===== src/rtl/stage_fetch.sv =====
`default_nettype none
// +----------------------------------------------------------------------------+
// | stage_fetch : PC owner, 1-cycle BRAM fetch, 1-entry skid, epoch flush.     |
// | Optional FETCH_COUNTERS_EN adds fetch/flush counters.       Rev 1.0        |
// +----------------------------------------------------------------------------+
module stage_fetch #(
  parameter logic [31:0] RESET_VECTOR = 32'h0000_0000,
  parameter logic [31:0] NOP_WORD     = 32'h0000_0013
) (
  input  logic        clk_i,
  input  logic        reset_i,
  output logic [31:0] imem_addr_o,
  output logic        imem_rd_o,
  input  logic [31:0] imem_data_i,
  input  logic        stall_i,
  input  logic        halt_i,
  input  logic        jmp_valid_i,
  input  logic [31:0] jmp_addr_i,
  output logic        valid_o,
  output logic [31:0] pc_o,
`ifdef FETCH_COUNTERS_EN
  output logic [31:0] ir_o,
  output logic [63:0] fetch_count_o,
  output logic [31:0] flush_count_o
`else
  output logic [31:0] ir_o
`endif
);

  localparam logic [1:0] ST_IDLE  = 2'd0;
  localparam logic [1:0] ST_RUN   = 2'd1;
  localparam logic [1:0] ST_STALL = 2'd2;
  localparam logic [1:0] ST_HALT  = 2'd3;

  logic [1:0]  state_q, state_d;
  logic [31:0] fetch_pc_q, fetch_pc_d;
  logic        epoch_q, epoch_d;
  logic        infl_q, infl_d;
  logic [31:0] infl_pc_q, infl_pc_d;
  logic        infl_epoch_q, infl_epoch_d;
  logic        skid_valid_q, skid_valid_d;
  logic [31:0] skid_pc_q, skid_pc_d;
  logic [31:0] skid_ir_q, skid_ir_d;
  logic        valid_q, valid_d;
  logic [31:0] pc_q, pc_d;
  logic [31:0] ir_q, ir_d;

  logic        issue;
  logic        resp_ok;
  logic        accept;
  logic [31:0] fetch_addr;

  always_comb begin
    // Reset gating keeps the strobe low while reset is held.
    issue        = !reset_i && (state_q != ST_HALT) &&
                   (jmp_valid_i || (!halt_i && !stall_i));
    fetch_addr   = jmp_valid_i ? (jmp_addr_i & ~32'd3) : fetch_pc_q;
    fetch_pc_d   = issue ? (fetch_addr + 32'd4) : fetch_pc_q;
    epoch_d      = epoch_q ^ jmp_valid_i;
    infl_d       = issue;
    infl_pc_d    = fetch_addr;
    infl_epoch_d = epoch_d;

    resp_ok      = infl_q && (infl_epoch_q == epoch_q) && !jmp_valid_i;
    accept       = !valid_q || !stall_i;

    valid_d      = valid_q;
    pc_d         = pc_q;
    ir_d         = ir_q;
    skid_valid_d = skid_valid_q;
    skid_pc_d    = skid_pc_q;
    skid_ir_d    = skid_ir_q;

    if (jmp_valid_i) begin
      valid_d      = 1'b0;
      skid_valid_d = 1'b0;
    end else if (accept) begin
      if (skid_valid_q) begin
        valid_d      = 1'b1;
        pc_d         = skid_pc_q;
        ir_d         = skid_ir_q;
        skid_valid_d = resp_ok;
        skid_pc_d    = infl_pc_q;
        skid_ir_d    = imem_data_i;
      end else if (resp_ok) begin
        valid_d = 1'b1;
        pc_d    = infl_pc_q;
        ir_d    = imem_data_i;
      end else begin
        valid_d = 1'b0;
      end
    end else if (resp_ok) begin
      skid_valid_d = 1'b1;
      skid_pc_d    = infl_pc_q;
      skid_ir_d    = imem_data_i;
    end

    if (state_q == ST_HALT || halt_i) begin
      state_d = ST_HALT;
    end else if (stall_i && !jmp_valid_i) begin
      state_d = ST_STALL;
    end else begin
      state_d = ST_RUN;
    end
  end

  always_ff @(posedge clk_i or posedge reset_i) begin
    if (reset_i) begin
      state_q      <= ST_IDLE;
      fetch_pc_q   <= RESET_VECTOR;
      epoch_q      <= 1'b0;
      infl_q       <= 1'b0;
      infl_pc_q    <= 32'd0;
      infl_epoch_q <= 1'b0;
      skid_valid_q <= 1'b0;
      skid_pc_q    <= 32'd0;
      skid_ir_q    <= NOP_WORD;
      valid_q      <= 1'b0;
      pc_q         <= 32'd0;
      ir_q         <= NOP_WORD;
    end else begin
      state_q      <= state_d;
      fetch_pc_q   <= fetch_pc_d;
      epoch_q      <= epoch_d;
      infl_q       <= infl_d;
      infl_pc_q    <= infl_pc_d;
      infl_epoch_q <= infl_epoch_d;
      skid_valid_q <= skid_valid_d;
      skid_pc_q    <= skid_pc_d;
      skid_ir_q    <= skid_ir_d;
      valid_q      <= valid_d;
      pc_q         <= pc_d;
      ir_q         <= ir_d;
    end
  end

  assign imem_addr_o = fetch_addr;
  assign imem_rd_o   = issue;
  assign valid_o     = valid_q;
  assign pc_o        = pc_q;
  assign ir_o        = valid_q ? ir_q : NOP_WORD;

`ifdef FETCH_COUNTERS_EN
  logic [63:0] fetch_count_q, fetch_count_d;
  logic [31:0] flush_count_q, flush_count_d;

  always_comb begin
    fetch_count_d = fetch_count_q + {63'd0, (valid_q && !stall_i)};
    flush_count_d = flush_count_q + {31'd0, jmp_valid_i};
  end

  always_ff @(posedge clk_i or posedge reset_i) begin
    if (reset_i) begin
      fetch_count_q <= 64'd0;
      flush_count_q <= 32'd0;
    end else begin
      fetch_count_q <= fetch_count_d;
      flush_count_q <= flush_count_d;
    end
  end

  assign fetch_count_o = fetch_count_q;
  assign flush_count_o = flush_count_q;
`endif

endmodule
`default_nettype wire

===== config.mk =====
export PLATFORM = sky130hd
export DESIGN_NAME = stage_fetch
export DESIGN_NICKNAME = d
export VERILOG_FILES = /design/src/rtl/stage_fetch.sv
export SDC_FILE = /design/constraint.sdc
export NUM_CORES = 1
export LEC_CHECK = 0
export ABC_CLOCK_PERIOD_IN_PS = 8670
export CORE_MARGIN = 10
export CORE_UTILIZATION = 40
export CTS_CLUSTER_DIAMETER = 80
export CTS_CLUSTER_SIZE = 28
export DETAILED_ROUTE_END_ITERATION = 6
export GPL_ROUTABILITY_DRIVEN = 0
export SLEW_MARGIN = 20
export SYNTH_ARGS = -nofsm -noshare
export SYNTH_HDL_FRONTEND = slang
export SYNTH_SLANG_ARGS = --single-unit
export TNS_END_PERCENT = 5

===== constraint.sdc =====
create_clock -name clk_i -period 8.67 [get_ports clk_i]
set_clock_uncertainty 0.1 [all_clocks]
set_input_delay 0.867 -clock clk_i [delete_from_list [all_inputs] [get_ports clk_i]]
set_output_delay 0.867 -clock clk_i [all_outputs]
set_load 0.01 [all_outputs]

* After elaboration in Yosys (flattened, before gate mapping)
Index checks and enable logic that the tools add are counted.
** Operators by class
- $add $sub $neg :: 1
- Equality and inequality tests :: 3
- Mux-type cells :: 20
- Bitwise logic cells :: 1
- Reduce and logical (&&, ||, !) cells :: 19
** Operators with widths (number)
- $mux 32 :: 10
- $add 32x3->32 const B :: 1
- $mux 1 :: 8
- $reduce_and 3->1 :: 2
- $reduce_bool 2->1 :: 3
- $logic_and 1x1->1 :: 5
- $logic_not 1->1 :: 5
- $mux 2 :: 2
- $ne 2x2->1 const B :: 2
- $logic_or 1x1->1 :: 3
- $reduce_bool 3->1 :: 1
- $eq 2x2->1 const B :: 1
- $not 1->1 :: 1
** Word-level totals
- Register bits :: 197
- Input port bits :: 69
- Output and inout port bits :: 98
- Word-level logic and storage cells :: 54

* Logic depth before layout (Yosys ltp)
- Depth after elaboration :: 6
- Depth in mapped cells :: 11

* Worst setup path after synthesis
OpenSTA, ideal clock, no wires.
- Path type :: input-to-reg
- Start point :: in jmp_valid_i
- End point :: reg fetch_pc_q[28]
- Library setup time :: 0.095 ns
- Arrival time :: 3.201 ns
- Required time :: 8.475 ns
- Setup slack :: 5.273 ns
- Cell stages on the path :: 11
- Cells stage by stage :: buf_6 -> buf_2 -> buf_2 -> buf_2 -> mux2_2 -> ha_1 -> nand4b_1 -> a22oi_1 -> nand4_1 -> o31a_1 -> o31ai_1
** On the way
- Longest elaborated chain between the ends :: 2
** RTL lines
- start: declaration :: RTL line 17 : input logic jmp_valid_i,
- $mux 32 :: RTL line 57 : fetch_addr = jmp_valid_i ? (jmp_addr_i & ~32'd3) : fetch_pc_q;
- named net imem_addr_o[2] :: RTL line 12 : output logic [31:0] imem_addr_o,
- $add 32x3->32 :: RTL line 58 : fetch_pc_d = issue ? (fetch_addr + 32'd4) : fetch_pc_q;
- end signal: assignment :: RTL line 123 : fetch_pc_q <= fetch_pc_d;
- end: declaration :: RTL line 36 : logic [31:0] fetch_pc_q, fetch_pc_d;
The timed path passes the listed nets, and every way through them passes these cells.
A chain may end at the register's enable or synchronous reset.

* Final worst setup path
- Start point :: in reset_i
- End point :: out imem_rd_o
** On the way
- Longest elaborated chain between the ends :: 3
** RTL lines
- start: declaration :: RTL line 11 : input logic reset_i,
- $logic_not 1->1 (no line)
- $logic_and 1x1->1 (2 in series) :: RTL line 55 : issue = !reset_i && (state_q != ST_HALT) &&
- end: declaration :: RTL line 13 : output logic imem_rd_o,
No other way between the ends.

==> metrics.csv <==
metric,value,unit
crit_required,7.70,ns
crit_chain,"clkdlybuf4s50_1, a21oi_1, o21ai_4, buf_4, clkinv_1, clkdlybuf4s50_1",
synthAdderAreaFrac,0.252,%
fin_nets,1000,
max-slew-margin-rel,30.0,%
synth_simple_gate_area_share,12.6,%
syn_inst,787,
grt_pass1_vias,6355,
n_antenna_cell,0,
met1_length,10.2,mm
synth_top_family_by_area,multiplexers,
yosys.area.top_type,dfrtp_1,
peakVddDrop,0.000115,V
final_cell_mix,"dfrtp_1, clkdlybuf4s50_1, mux2_2",
r2r-end,pc_o[2],
grt_pass1_wl,35.3,mm
crit_type,input port to primary output,
p_leak,4.82,nW
h-tree-depth,4,
post-route-min-period,4.24,ns
fmaxAchievable,0.236,GHz
synth-compound-area-share,8.27,%
die_w,169,um
top_layer,met4,
cts-root-buf,clkbuf_16,
power_density,188,mW/mm^2
synth_cell_types,47,
grt_use_total,15.2,%
ys_seq_area_share,55.3,%
syn_nets,857,
vias,6309,
clock_path_buffers,2,
final_common_cell,dfrtp_1,
critPathMaxFanout,59,
grt_max_degree,118,
synthToLayoutAreaGrowth,27.5,%
crit_buf_inv,4,
min_from,fetch_pc_q[0],
synth_top_cell_area_share,53.6,%
path_delay_family,buffers and inverters,
finalCritPeriodShare,48.9,%
hold_path.class,flop to flop,
synthXorXnorAreaFrac,1.47,%
via_per_inst,5.16,
io_buffers,164,
numCtsBuffers,17,
drcViolationCount,0,
yosysWarnings,0,
wirelength,21.7,mm
r2r-start,skid_valid_q,
hold_end,fetch_pc_q[0],
hold_depth,1,
overflow,0,
worstMarginPinSlew,1.05,ns
setup_violations,0,
hold_buffers,0,
met3_length,1.27,mm
whs,0.381,ns
status,"complete, no violations",
die_area,0.0287,sq mm
worstSkewPairLatency,0.43,ns
cp_slowest_cell,clkdlybuf4s50_1,
hpwl,14.6,mm
initial_core_util,40.8,%
clkSlewWorstSetupHoldPaths,0.07,ns
end_kind,primary output,
netlist_area,0.00892,sq mm
drt-initial-drc-count,378,
muxShareOfSynthArea,19.0,%
cts_tree,yes,
max_stage_delay,0.61,ns
wl_met2,9.98,mm
cts_setup_buffers,0,
reg2reg_slack,5.75,ns
coreArea,0.0219,sq mm
pin_count,167,
antenna_found_initial,0,
fin_setup_tns,0,ns
detail_route.wl_per_cell,17.7,um
synthTopCellsByArea,"dfrtp_1, mux2_2, mux2i_1",
cp-start-kind,input port,
die_y,169,um
drive_above_1_share,14.7,%
clock-sinks,197,
syn_avg_cell_area,11.3,sq um
antenna_left,0,
synth-seq-cells,197,
slew_violations,0,
timing_hold_violations_final,0,
cp_common_cell,clkdlybuf4s50_1,
critical_path_arrival,3.28,ns
drv_cap,0,
rsz0062_at_grt,false,
final_util,52.0,%
fin_total_pwr,2.14,mW
rows,54,
worst_r2r_path_depth,4,
firstDrtPassIters,7,
cts_repair_resize_count,0,
==> where the power goes <==
group          leakage (nW)  switching (mW)  internal, mW
Combinational          2.00           0.141         0.158
Sequential             2.54          0.0485          1.01
Clock                 0.286           0.386         0.393
==> sequential cells by signal, summed over array words and instances, names as in the netlist <==
name,cells
state_q,2
skid_ir_q,32
skid_pc_q,32
infl_q,1
pc_o,32
skid_valid_q,1
valid_o,1
fetch_pc_q,32
infl_pc_q,32
ir_q,32
==> worst max-delay path by stage <==
stage | from | to | slack (ns) | cells after the start
floorplan | reset_i | fetch_pc_q[0] | 2.34 | 1
global placement | reset_i | imem_rd_o | 4.43 | 6
detailed placement | reset_i | imem_rd_o | 4.36 | 6
CTS | reset_i | imem_rd_o | 4.36 | 6
global route | reset_i | imem_rd_o | 4.20 | 6
finish | reset_i | imem_rd_o | 4.43 | 6
==> through the flow <==
step | cells | worst slack (ns) | instance area, sq um
2_1_floorplan | 787 | 2.34 | 8920
3_3_place_gp | 1191 | 4.43 | 10800
3_5_place_dp | 1191 | 4.36 | 10800
4_1_cts | 1223 | 4.36 | 11400
5_1_grt | 1223 | 4.20 | 11400
6_report | 1223 | 4.43 | 11400
==> logic make-up after synthesis <==
group	after synthesis
simple gates	222
flops	197
mux	159
compound gates	129
buf+inv	63
xor+xnor	15
fa+ha+maj	2
==> final cells by class <==
cell class	instances	area (sq um)
fill	2007	10500
sequential	197	4940
multi-input combinational	527	3740
timing repair buffer	172	1700
clock buffer	19	443
tap	280	350
clock inverter	13	139
inverter	15	63.8
==> Yosys cell counts (all sizes together) <==
cell type	number
o211ai	1
and4b	1
xor2	7
and4	3
nand2b	4
a21o	2
nand3b	7
o31ai	10
buf	13
a222oi	2
clkinv	1
maj3	1
dfrtp	191
clkbuf	35
o21ai	23
nor2	69
a21oi	74
nand4	12
nor2b	3
nand3	21
or4	4
and3	4
nor4	4
nand2	49
and3b	2
mux2i	74
ha	1
nand4b	6
and2	32
mux2	85
xnor2	8
inv	14
a211oi	3
o211a	1
a22oi	6
nor3	1
dfstp	6
o31a	4
a31oi	3
==> routing by layer <==
metal	track usage (%)	vias up
met3	3.82	16
met2	23.9	153
met4	4.73	0
met5	0	-
li1	-	3064
met1	20.3	3076
(Power assumes the default switching activity.)
